==> src/rtl/fpu_top_level.sv <==
// Three-stage binary32 add/sub/mul unit with RISC-V rounding modes and fflags.
// Stage 1 captures operands, stage 2 aligns or multiplies, stage 3 normalizes and rounds.
module fpu_top_level (
  input  logic        clk,
  input  logic        nrst,
  input  logic [31:0] floating_point1,
  input  logic [31:0] floating_point2,
  input  logic [2:0]  frm,
  input  logic [6:0]  funct7,
  output logic [31:0] floating_point_out,
  output logic [4:0]  flags
);

  localparam logic [6:0] OP_ADD = 7'b0000000;
  localparam logic [6:0] OP_SUB = 7'b0000100;
  localparam logic [6:0] OP_MUL = 7'b0001000;

  localparam logic [2:0] RM_RNE = 3'b000;
  localparam logic [2:0] RM_RTZ = 3'b001;
  localparam logic [2:0] RM_RDN = 3'b010;
  localparam logic [2:0] RM_RUP = 3'b011;
  localparam logic [2:0] RM_RMM = 3'b100;

  localparam logic [31:0] QNAN = 32'h7FC0_0000;

  // ---------------- stage 1: operand capture ----------------
  logic [31:0] a_q, a_d, b_q, b_d;
  logic [2:0]  frm_q, frm_d;
  logic [6:0]  op_q, op_d;

  always_comb begin
    a_d   = floating_point1;
    b_d   = floating_point2;
    frm_d = (frm > RM_RMM) ? RM_RNE : frm;
    op_d  = funct7;
  end

  always_ff @(posedge clk or posedge nrst) begin
    if (nrst) begin
      a_q   <= 32'd0;
      b_q   <= 32'd0;
      frm_q <= 3'd0;
      op_q  <= 7'd0;
    end else begin
      a_q   <= a_d;
      b_q   <= b_d;
      frm_q <= frm_d;
      op_q  <= op_d;
    end
  end

  // ---------------- stage 2: unpack, align / multiply ----------------
  logic        sa, sb, sb_add;
  logic [7:0]  ea, eb, ea_e, eb_e;
  logic [22:0] fa, fb;
  logic [23:0] ma, mb;
  logic        a_nan, b_nan, a_snan, b_snan, a_inf, b_inf, a_zero, b_zero;
  logic        is_add, is_sub, is_mul, op_valid;

  always_comb begin
    sa = a_q[31];
    ea = a_q[30:23];
    fa = a_q[22:0];
    sb = b_q[31];
    eb = b_q[30:23];
    fb = b_q[22:0];
    a_nan  = (ea == 8'hFF) && (fa != 23'd0);
    b_nan  = (eb == 8'hFF) && (fb != 23'd0);
    a_snan = a_nan && !fa[22];
    b_snan = b_nan && !fb[22];
    a_inf  = (ea == 8'hFF) && (fa == 23'd0);
    b_inf  = (eb == 8'hFF) && (fb == 23'd0);
    // exponent 0 covers both true zeros and flushed subnormals
    a_zero = (ea == 8'd0);
    b_zero = (eb == 8'd0);
    ea_e   = a_zero ? 8'd0 : ea;
    eb_e   = b_zero ? 8'd0 : eb;
    ma     = a_zero ? 24'd0 : {1'b1, fa};
    mb     = b_zero ? 24'd0 : {1'b1, fb};
    is_add   = (op_q == OP_ADD);
    is_sub   = (op_q == OP_SUB);
    is_mul   = (op_q == OP_MUL);
    op_valid = is_add || is_sub || is_mul;
    sb_add   = sb ^ is_sub;
  end

  logic        swap, big_s, sml_s, eff_sub, add_s;
  logic [7:0]  big_e, sml_e, diff_e;
  logic [23:0] big_m, sml_m;
  logic [4:0]  sh;
  logic [53:0] wide;
  logic [26:0] aligned;
  logic [27:0] sum;

  always_comb begin
    swap   = {eb_e, mb} > {ea_e, ma};
    big_s  = swap ? sb_add : sa;
    sml_s  = swap ? sa : sb_add;
    big_e  = swap ? eb_e : ea_e;
    sml_e  = swap ? ea_e : eb_e;
    big_m  = swap ? mb : ma;
    sml_m  = swap ? ma : mb;
    diff_e = big_e - sml_e;
    sh     = (diff_e > 8'd27) ? 5'd27 : diff_e[4:0];
    wide   = {sml_m, 30'd0} >> sh;
    // everything shifted past the round bit collapses into the sticky LSB
    aligned = {wide[53:28], wide[27] | (|wide[26:0])};
    eff_sub = big_s ^ sml_s;
    if (eff_sub)
      sum = {1'b0, big_m, 3'b000} - {1'b0, aligned};
    else
      sum = {1'b0, big_m, 3'b000} + {1'b0, aligned};
    if (sum == 28'd0)
      add_s = eff_sub ? (frm_q == RM_RDN) : big_s;
    else
      add_s = big_s;
  end

  logic [47:0]       prod;
  logic              mul_s;
  logic signed [9:0] mul_e;

  always_comb begin
    prod  = {24'd0, ma} * {24'd0, mb};
    mul_s = sa ^ sb;
    mul_e = $signed({2'b00, ea_e}) + $signed({2'b00, eb_e}) - 10'sd127;
  end

  // Stage-2 word: value = m2 * 2^(e2 - 127 - 26), hidden bit normally at m2[26]
  logic              s2_q, s2_d;
  logic signed [9:0] e2_q, e2_d;
  logic [27:0]       m2_q, m2_d;
  logic [2:0]        frm2_q, frm2_d;
  logic              spec2_q, spec2_d;
  logic [31:0]       sval2_q, sval2_d;
  logic [4:0]        sflg2_q, sflg2_d;

  always_comb begin
    frm2_d  = frm_q;
    spec2_d = 1'b0;
    sval2_d = 32'd0;
    sflg2_d = 5'd0;
    if (is_mul) begin
      s2_d = mul_s;
      e2_d = mul_e;
      m2_d = {prod[47:21], |prod[20:0]};
    end else begin
      s2_d = add_s;
      e2_d = $signed({2'b00, big_e});
      m2_d = sum;
    end
    if (!op_valid) begin
      spec2_d = 1'b1;
    end else if (a_nan || b_nan) begin
      spec2_d = 1'b1;
      sval2_d = QNAN;
      sflg2_d = {a_snan || b_snan, 4'b0000};
    end else if (is_mul) begin
      if ((a_inf && b_zero) || (b_inf && a_zero)) begin
        spec2_d = 1'b1;
        sval2_d = QNAN;
        sflg2_d = 5'b10000;
      end else if (a_inf || b_inf) begin
        spec2_d = 1'b1;
        sval2_d = {mul_s, 8'hFF, 23'd0};
      end
    end else begin
      if (a_inf && b_inf && (sa != sb_add)) begin
        spec2_d = 1'b1;
        sval2_d = QNAN;
        sflg2_d = 5'b10000;
      end else if (a_inf) begin
        spec2_d = 1'b1;
        sval2_d = {sa, 8'hFF, 23'd0};
      end else if (b_inf) begin
        spec2_d = 1'b1;
        sval2_d = {sb_add, 8'hFF, 23'd0};
      end
    end
  end

  always_ff @(posedge clk or posedge nrst) begin
    if (nrst) begin
      s2_q    <= 1'b0;
      e2_q    <= 10'sd0;
      m2_q    <= 28'd0;
      frm2_q  <= 3'd0;
      spec2_q <= 1'b0;
      sval2_q <= 32'd0;
      sflg2_q <= 5'd0;
    end else begin
      s2_q    <= s2_d;
      e2_q    <= e2_d;
      m2_q    <= m2_d;
      frm2_q  <= frm2_d;
      spec2_q <= spec2_d;
      sval2_q <= sval2_d;
      sflg2_q <= sflg2_d;
    end
  end

  // ---------------- stage 3: normalize, round, pack ----------------
  logic [4:0]        lz;
  logic              found;
  logic [26:0]       norm;
  logic signed [9:0] e_n, e_r;
  logic              g, rs, inexact, inc, ovf_inf;
  logic [24:0]       mant_r;
  logic [22:0]       frac_r;
  logic [31:0]       out_q, out_d;
  logic [4:0]        flags_q, flags_d;

  always_comb begin
    lz    = 5'd0;
    found = 1'b0;
    for (int i = 26; i >= 0; i--) begin
      if (!found && m2_q[i]) begin
        lz    = 5'(26 - i);
        found = 1'b1;
      end
    end
    if (m2_q[27]) begin
      norm = {m2_q[27:2], m2_q[1] | m2_q[0]};
      e_n  = e2_q + 10'sd1;
    end else begin
      norm = m2_q[26:0] << lz;
      e_n  = e2_q - $signed({5'd0, lz});
    end
    g       = norm[2];
    rs      = norm[1] | norm[0];
    inexact = g | rs;
    case (frm2_q)
      RM_RTZ:  inc = 1'b0;
      RM_RDN:  inc = s2_q & inexact;
      RM_RUP:  inc = ~s2_q & inexact;
      RM_RMM:  inc = g;
      default: inc = g & (rs | norm[3]);
    endcase
    mant_r = {1'b0, norm[26:3]} + {24'd0, inc};
    if (mant_r[24]) begin
      e_r    = e_n + 10'sd1;
      frac_r = mant_r[23:1];
    end else begin
      e_r    = e_n;
      frac_r = mant_r[22:0];
    end
    ovf_inf = (frm2_q == RM_RNE) || (frm2_q == RM_RMM) ||
              ((frm2_q == RM_RDN) && s2_q) || ((frm2_q == RM_RUP) && !s2_q);

    out_d   = {s2_q, e_r[7:0], frac_r};
    flags_d = {4'b0000, inexact};
    if (spec2_q) begin
      out_d   = sval2_q;
      flags_d = sflg2_q;
    end else if (m2_q == 28'd0) begin
      out_d   = {s2_q, 31'd0};
      flags_d = 5'd0;
    end else if (e_n < 10'sd1) begin
      out_d   = {s2_q, 31'd0};
      flags_d = 5'b00011;
    end else if (e_r >= 10'sd255) begin
      out_d   = ovf_inf ? {s2_q, 8'hFF, 23'd0} : {s2_q, 31'h7F7F_FFFF};
      flags_d = 5'b00101;
    end
  end

  always_ff @(posedge clk or posedge nrst) begin
    if (nrst) begin
      out_q   <= 32'd0;
      flags_q <= 5'd0;
    end else begin
      out_q   <= out_d;
      flags_q <= flags_d;
    end
  end

  assign floating_point_out = out_q;
  assign flags              = flags_q;

endmodule

==> config.mk <==
export PLATFORM = sky130hd
export DESIGN_NAME = fpu_top_level
export DESIGN_NICKNAME = d
export VERILOG_FILES = /design/src/rtl/fpu_top_level.sv
export SDC_FILE = /design/constraint.sdc
export NUM_CORES = 2
export LEC_CHECK = 0
export BUFFER_PORTS_ARGS = -buffer_cell sky130_fd_sc_hd__buf_2
export CORE_ASPECT_RATIO = 0.75
export CORE_MARGIN = 5
export CORE_UTILIZATION = 28
export DETAILED_ROUTE_END_ITERATION = 8
export GPL_TIMING_DRIVEN = 0
export PLACE_DENSITY = 0.46
export SLEW_MARGIN = 0
export SYNTH_ARGS = -nofsm -noshare
export SYNTH_HDL_FRONTEND = slang
export SYNTH_SLANG_ARGS = --single-unit
==> constraint.sdc <==
create_clock -name clk -period 12.6 [get_ports clk]
set_input_delay 0.63 -clock clk [delete_from_list [all_inputs] [get_ports clk]]
set_output_delay 0.63 -clock clk [all_outputs]
set_load 0.02 [all_outputs]
# Yosys cells after proc, flatten, opt, wreduce, memory -nomap -nowiden
# Cells that the tools add are included.
# op_classes
reduce_logical	88
muxes	105
eq_ne	10
shifts	2
add_sub_neg	9
magnitude_cmp	5
bitwise_logic	12
n_mul	1
div_mod_pow	0
# op_table
op	count
2-to-1 mux 32 bit	9
2-to-1 mux 5 bit	32
2-to-1 mux 24 bit	5
2-to-1 mux 31 bit	3
zero test 28 bit	2
2-to-1 mux 28 bit	2
right shift 54 x 5 -> 54 bit	1
multiplier 24 x 24 -> 48 bit	1
zero test 23 bit	2
nonzero test 23 bit	2
2-to-1 mux 1 bit	40
logical AND 1 bit	38
> comparator 32 bit	1
2-to-1 mux 8 bit	4
2-to-1 mux 10 bit	3
zero test 1 bit	29
adder 27 x 27 -> 28 bit	1
subtractor 27 x 27 -> 28 bit	1
2-to-1 mux 27 bit	1
OR reduction 27 bit	1
left shift 27 x 5 -> 27 bit	1
adder 24 x 1 -> 25 bit	1
2-to-1 mux 23 bit	1
OR reduction 21 bit	1
26 further kinds	50
# totals
n_memories	0
out_inout_bits	37
latch_bits	0
ram_bits	0
word_cells	245
inputBits	76
rom_bits	0
ff_bits	191

# Depth between registers and ports, before layout
# logic_depth
ltp_word	92
mapped_depth	59
depth_no_buf	50

# Least setup slack after synthesis
# No wires, ideal clock.
# synth_timing
kind	register to register
start	register b_q[25]
end	register s2_q
synth_period_minus_slack_ns	11.132
arrival_time_ns	11.054
path_stages_with_launch	58
path_buffers	10
setup_slack_ns	1.468
required_time_ns	12.522
setup_ns	0.078
cell_sequence	dfrtp_1 -> clkbuf_1 -> nor4_1 -> and2_1 -> clkbuf_1 -> inv_1 -> clkbuf_1 -> nand2_1 -> inv_1 -> ha_1 -> or4b_4 -> nor4_4 -> nand2_1 -> o22ai_4 -> clkbuf_1 -> clkbuf_1 -> buf_1 -> clkbuf_1 -> [... 22 more ...] -> a21o_1 -> a21oi_1 -> o21bai_1 -> a21oi_1 -> o21bai_1 -> a21oi_1 -> o211ai_1 -> a31o_2 -> a21oi_1 -> nor4_1 -> a2111oi_0 -> a31oi_1 -> xnor2_1 -> nor2_1 -> nand4b_1 -> nor4_2 -> mux2_1 -> a21oi_1
# synth_between
elab_chain_len	15
word_cells_on_any_way	24
cone_classes	3 x add/sub; 2 x order compare; 1 x shift; 13 x mux; 2 x bitwise; 3 x reduce/logical
# synth_rtl
element	line_no	text
from (decl)	27	logic [31:0] a_q, a_d, b_q, b_d;
from (signal assigned)	41	b_q <= 32'd0;
from (signal assigned)	46	b_q <= b_d;
zero test 8 bit	75	b_zero = (eb == 8'd0);
2-to-1 mux 24 bit / 2-to-1 mux 8 bit (equally long branches)	79, 77	
> comparator 32 bit	96	swap = {eb_e, mb} > {ea_e, ma};
2-to-1 mux 8 bit, on equally long branches	99, 100	
subtractor 8 bit	103	diff_e = big_e - sml_e;
> comparator 8 x 5 -> 1 bit	104	sh = (diff_e > 8'd27) ? 5'd27 : diff_e[4:0];
2-to-1 mux 5 bit	104	
right shift 54 x 5 -> 54 bit	105	wide = {sml_m, 30'd0} >> sh;
OR reduction 27 bit	107	aligned = {wide[53:28], wide[27] | (|wide[26:0])};
OR 1 bit	107	
adder 27 x 27 -> 28 bit / subtractor 27 x 27 -> 28 bit (equally long branches)	112, 110	
2-to-1 mux 28 bit	109	if (eff_sub)
zero test 28 bit	113	if (sum == 28'd0)
2-to-1 mux 1 bit *	113	
2-to-1 mux 1 bit *	143	if (is_mul) begin
named net s2_d	130	logic s2_q, s2_d;
to (signal assigned)	184	s2_q <= 1'b0;
to (signal assigned)	192	s2_q <= s2_d;
to (decl)	130	
# The timed path passes the listed nets; every way through them passes the cells marked *.

# Final worst setup path
# layout_timing
start	register b_q[28]
end	register s2_q
# The elaborated chain is that of the path after synthesis.

==> key figures <==
Global routing
  – GR Util All Layers: 22.1%
  – Vias in the first global route: 31,000
  – First-pass GRT wire length: 211 mm
  – Maximum number of pins on one net before global-route repair: 116
  – Initial antenna violation count: 9
  – Gr ovfl total: 0

Place
  – RD Place Congestion: 0.977
  – Dpl hpwl: 118 mm
  – Place WS: -3650 ps
  – Port bufs: 111

Logic synthesis
  – Register area share after synthesis: 11.5%
  – Syn_nets: 5,060
  – Post-Synth Simple-Gate Area: 19.4%
  – EDFF count, synth: 0
  – Synthesis Warnings: 0
  – Post-synthesis mux area share: 2.77%
  – Compound-cell area share of the yosys netlist: 13.7%
  – Async S/R FF share, synth: 100%
  – Synth Register Bits: 157
  – Mapped cell area: 34,200 sq um
  – Cells after Synth: 4,188
  – Synth Area in XOR/XNOR: 3.02%
  – Post-synth top flop: dfrtp_1
  – Synth Area per Inst: 8.17 sq um
  – Post-Synth Adder-Cell Area: 39.8%
  – Distinct cells, synth: 106
  – Largest family of logic cells by synthesized area: adder cells

STA
  – Fmax: 81.1 MHz
  – Setup-failing EPs final: 0
  – Slew HR: 12.2%
  – Fin. Hold Viols: 0
  – Worst-Margin Slew: 1310 ps
  – Final min period: 12,320 ps
  – Pins Over Slew Limit: 0
  – Hold Slack: 80.9 ps
  – Clk_skew: 26.4 ps
  – Period utilization: 97.8%
  – Final WS setup: 276 ps

Setup path
  – Most Frequent Cell on Critical Path: a21oi_1
  – Max FO, Critical Path: 19
  – Worst Setup End Kind: flip-flop
  – Crit path from: b_q[28]
  – Largest stage delay on the critical path: 590 ps
  – FF-to-FF setup slack: 280 ps
  – Total stage count of the critical path: 53
  – Startpoint Class: flip-flop
  – Critical Path AT: 12,760 ps
  – RR Endpoint: s2_q
  – Setup CP Type: flip-flop to flip-flop
  – Slowest CP cell: or4_4
  – R2R depth: 53
  – Worst Setup EP: s2_q
  – Worst path required time: 13,040 ps
  – Worst R2R Start: b_q[28]
  – Buffer and inverter count on the worst path: 9
  – CP delay by family, top: compound AO/OA/AOI/OAI gates

Routing
  – Post-route ant nets: 0
  – Vias per cell: 5.18
  – Number of DRC markers in iteration 0: 3,297
  – Via count: 31,000
  – Routed Wire Length: 143 mm
  – DR WL/cell: 23.8 um
  – Remaining DRCs: 0
  – Router iterations before antenna repair: 6

Floorplan
  – Die Ht: 313 um
  – Ports: 113
  – Die ar.: 129,000 sq um
  – Starting Density: 28.1%
  – Die Span X: 414 um
  – Num rows: 111
  – Area of the core: 122,000 sq um

Clock tree
  – H-tree levels: 4
  – Clk Latency, worst-skew pair: 530 ps
  – Clock Tree Buf Depth: 2
  – CTS sink cnt: 157
  – CTS tree: built
  – Num CTS Buffers: 17
  – Root buf cell: clkbuf_16
  – Clock Pin Slew Worst Setup and Hold Paths: 90 ps

Final layout
  – # nets final: 5,209
  – Layout cells sized above 1: 7.29%
  – Area Overhead vs Synth: 11.1%
  – Multi-input logic area: 27,200 sq um
  – Fill cell count: 13,200
  – Register area: 3940 sq um

Flow run
  – Max_cap viols: 0

Hold path
  – Hold/Removal Path Class: input port to asynchronous set/reset pin

Run status
  – Status: finished, final reports clean
-- state kept, by name, summed over array words and instances, names as in the netlist --
name                flops
sval2_q                 3
sflg2_q                 1
s2_q                    1
op_q                    7
spec2_q                 1
b_q                    32
flags                   4
frm2_q                  3
m2_q                   28
floating_point_out     32
e2_q                   10
frm2_d                  3
a_q                    32
-- logic make-up (layout without fill, tap and decap cells) --
group                      count (synthesis)  after routing
DFF                                      157            157
other                                      1              6
xor gates and xnor gates                 118            118
muxes                                     89             89
AOI/OAI and AO/OA                        718            718
buffers and inverters                    886           1048
adders and majority gates                796            796
and+or+nand+nor                         1423           1423
-- cells in the mapped netlist (39+ instances only) --
master	instances	area [sq um]
inv_1	660	2480
nand2_1	643	2410
fa_1	485	9710
ha_1	311	3890
nor2_1	250	938
a21oi_1	215	1080
clkbuf_1	196	736
and2_1	191	1190
o21ai_0	165	826
dfrtp_1	157	3930
nand3_1	83	415
xnor2_1	76	666
mux2i_1	73	731
nor3_1	49	245
xor2_1	42	368
a21o_1	40	300
nor4_1	39	244
-- cell type report --
cell class / count / share of cell area, %
plain buffers: 218 / 2.47
inverters: 664 / 6.59
well taps: 1638 / 5.39
multi-input cells: 3145 / 71.5
flip-flops and latches: 157 / 10.4
clock buffers: 19 / 1.19
diodes: 5 / 0.0329
repair buffers: 134 / 1.98
clock inverters: 13 / 0.497
-- worst min path at each step --
stage,to,startpoint,cells past startpoint,slack (ps)
finish,a_q[3],nrst,2,80
global route,a_q[3],nrst,2,110
CTS,a_q[3],nrst,2,90
detailed placement,frm2_q[0],frm2_d[0],0,360
global placement,frm2_q[0],frm2_d[0],0,360
floorplan,frm2_q[1],frm2_d[1],0,350
-- metal layers --
metal	global-route usage, %	vias to the layer above	share of wire, %	wire length, um
met5	0	-	0	0
met4	5.40	0	2.4	3370
met3	5.42	140	9.3	13300
met2	31.4	1305	41	58400
met1	33.3	15800	47	67700
li1	-	13800	-	-
-- what timing repair did --
action                     CTS  global route
buffers inserted             9            12
gates resized for setup     65            43
setup endpoints to repair   26             3
pin swaps                   11             9
hold buffers                 0             0
-- cells in the final DEF, fill, tap and decap left out, types with 23 or more instances in the layout --
cell	instances
buf_4	28
clkbuf_1	177
nand2_1	634
o21bai_1	36
nor3_1	48
a31oi_1	25
a21o_1	40
o21ai_0	164
and3_1	32
ha_1	311
xor2_1	42
mux2i_1	72
xnor2_1	74
nand2b_1	24
and2_1	189
nand3_1	83
nor2_1	246
inv_1	658
fa_1	485
buf_2	122
a21oi_1	209
o31ai_1	23
nor4_1	34
dfrtp_1	151
a211oi_1	23
-- metrics by stage --
step	instance area [sq um]	utilization, %	TNS, ps	cells
4_1_cts	37800	31.0	0	5977
5_1_grt	38000	31.2	-53.9	5988
3_5_place_dp	36900	30.3	-37820	5939
3_3_place_gp	36800	30.2	-41520	5937
2_1_floorplan	34200	-	0	4188
6_report	38000	31.2	0	5993
Power is not shown: default switching activity piles up to over one toggle a cycle in this logic, so the estimate is an artifact.
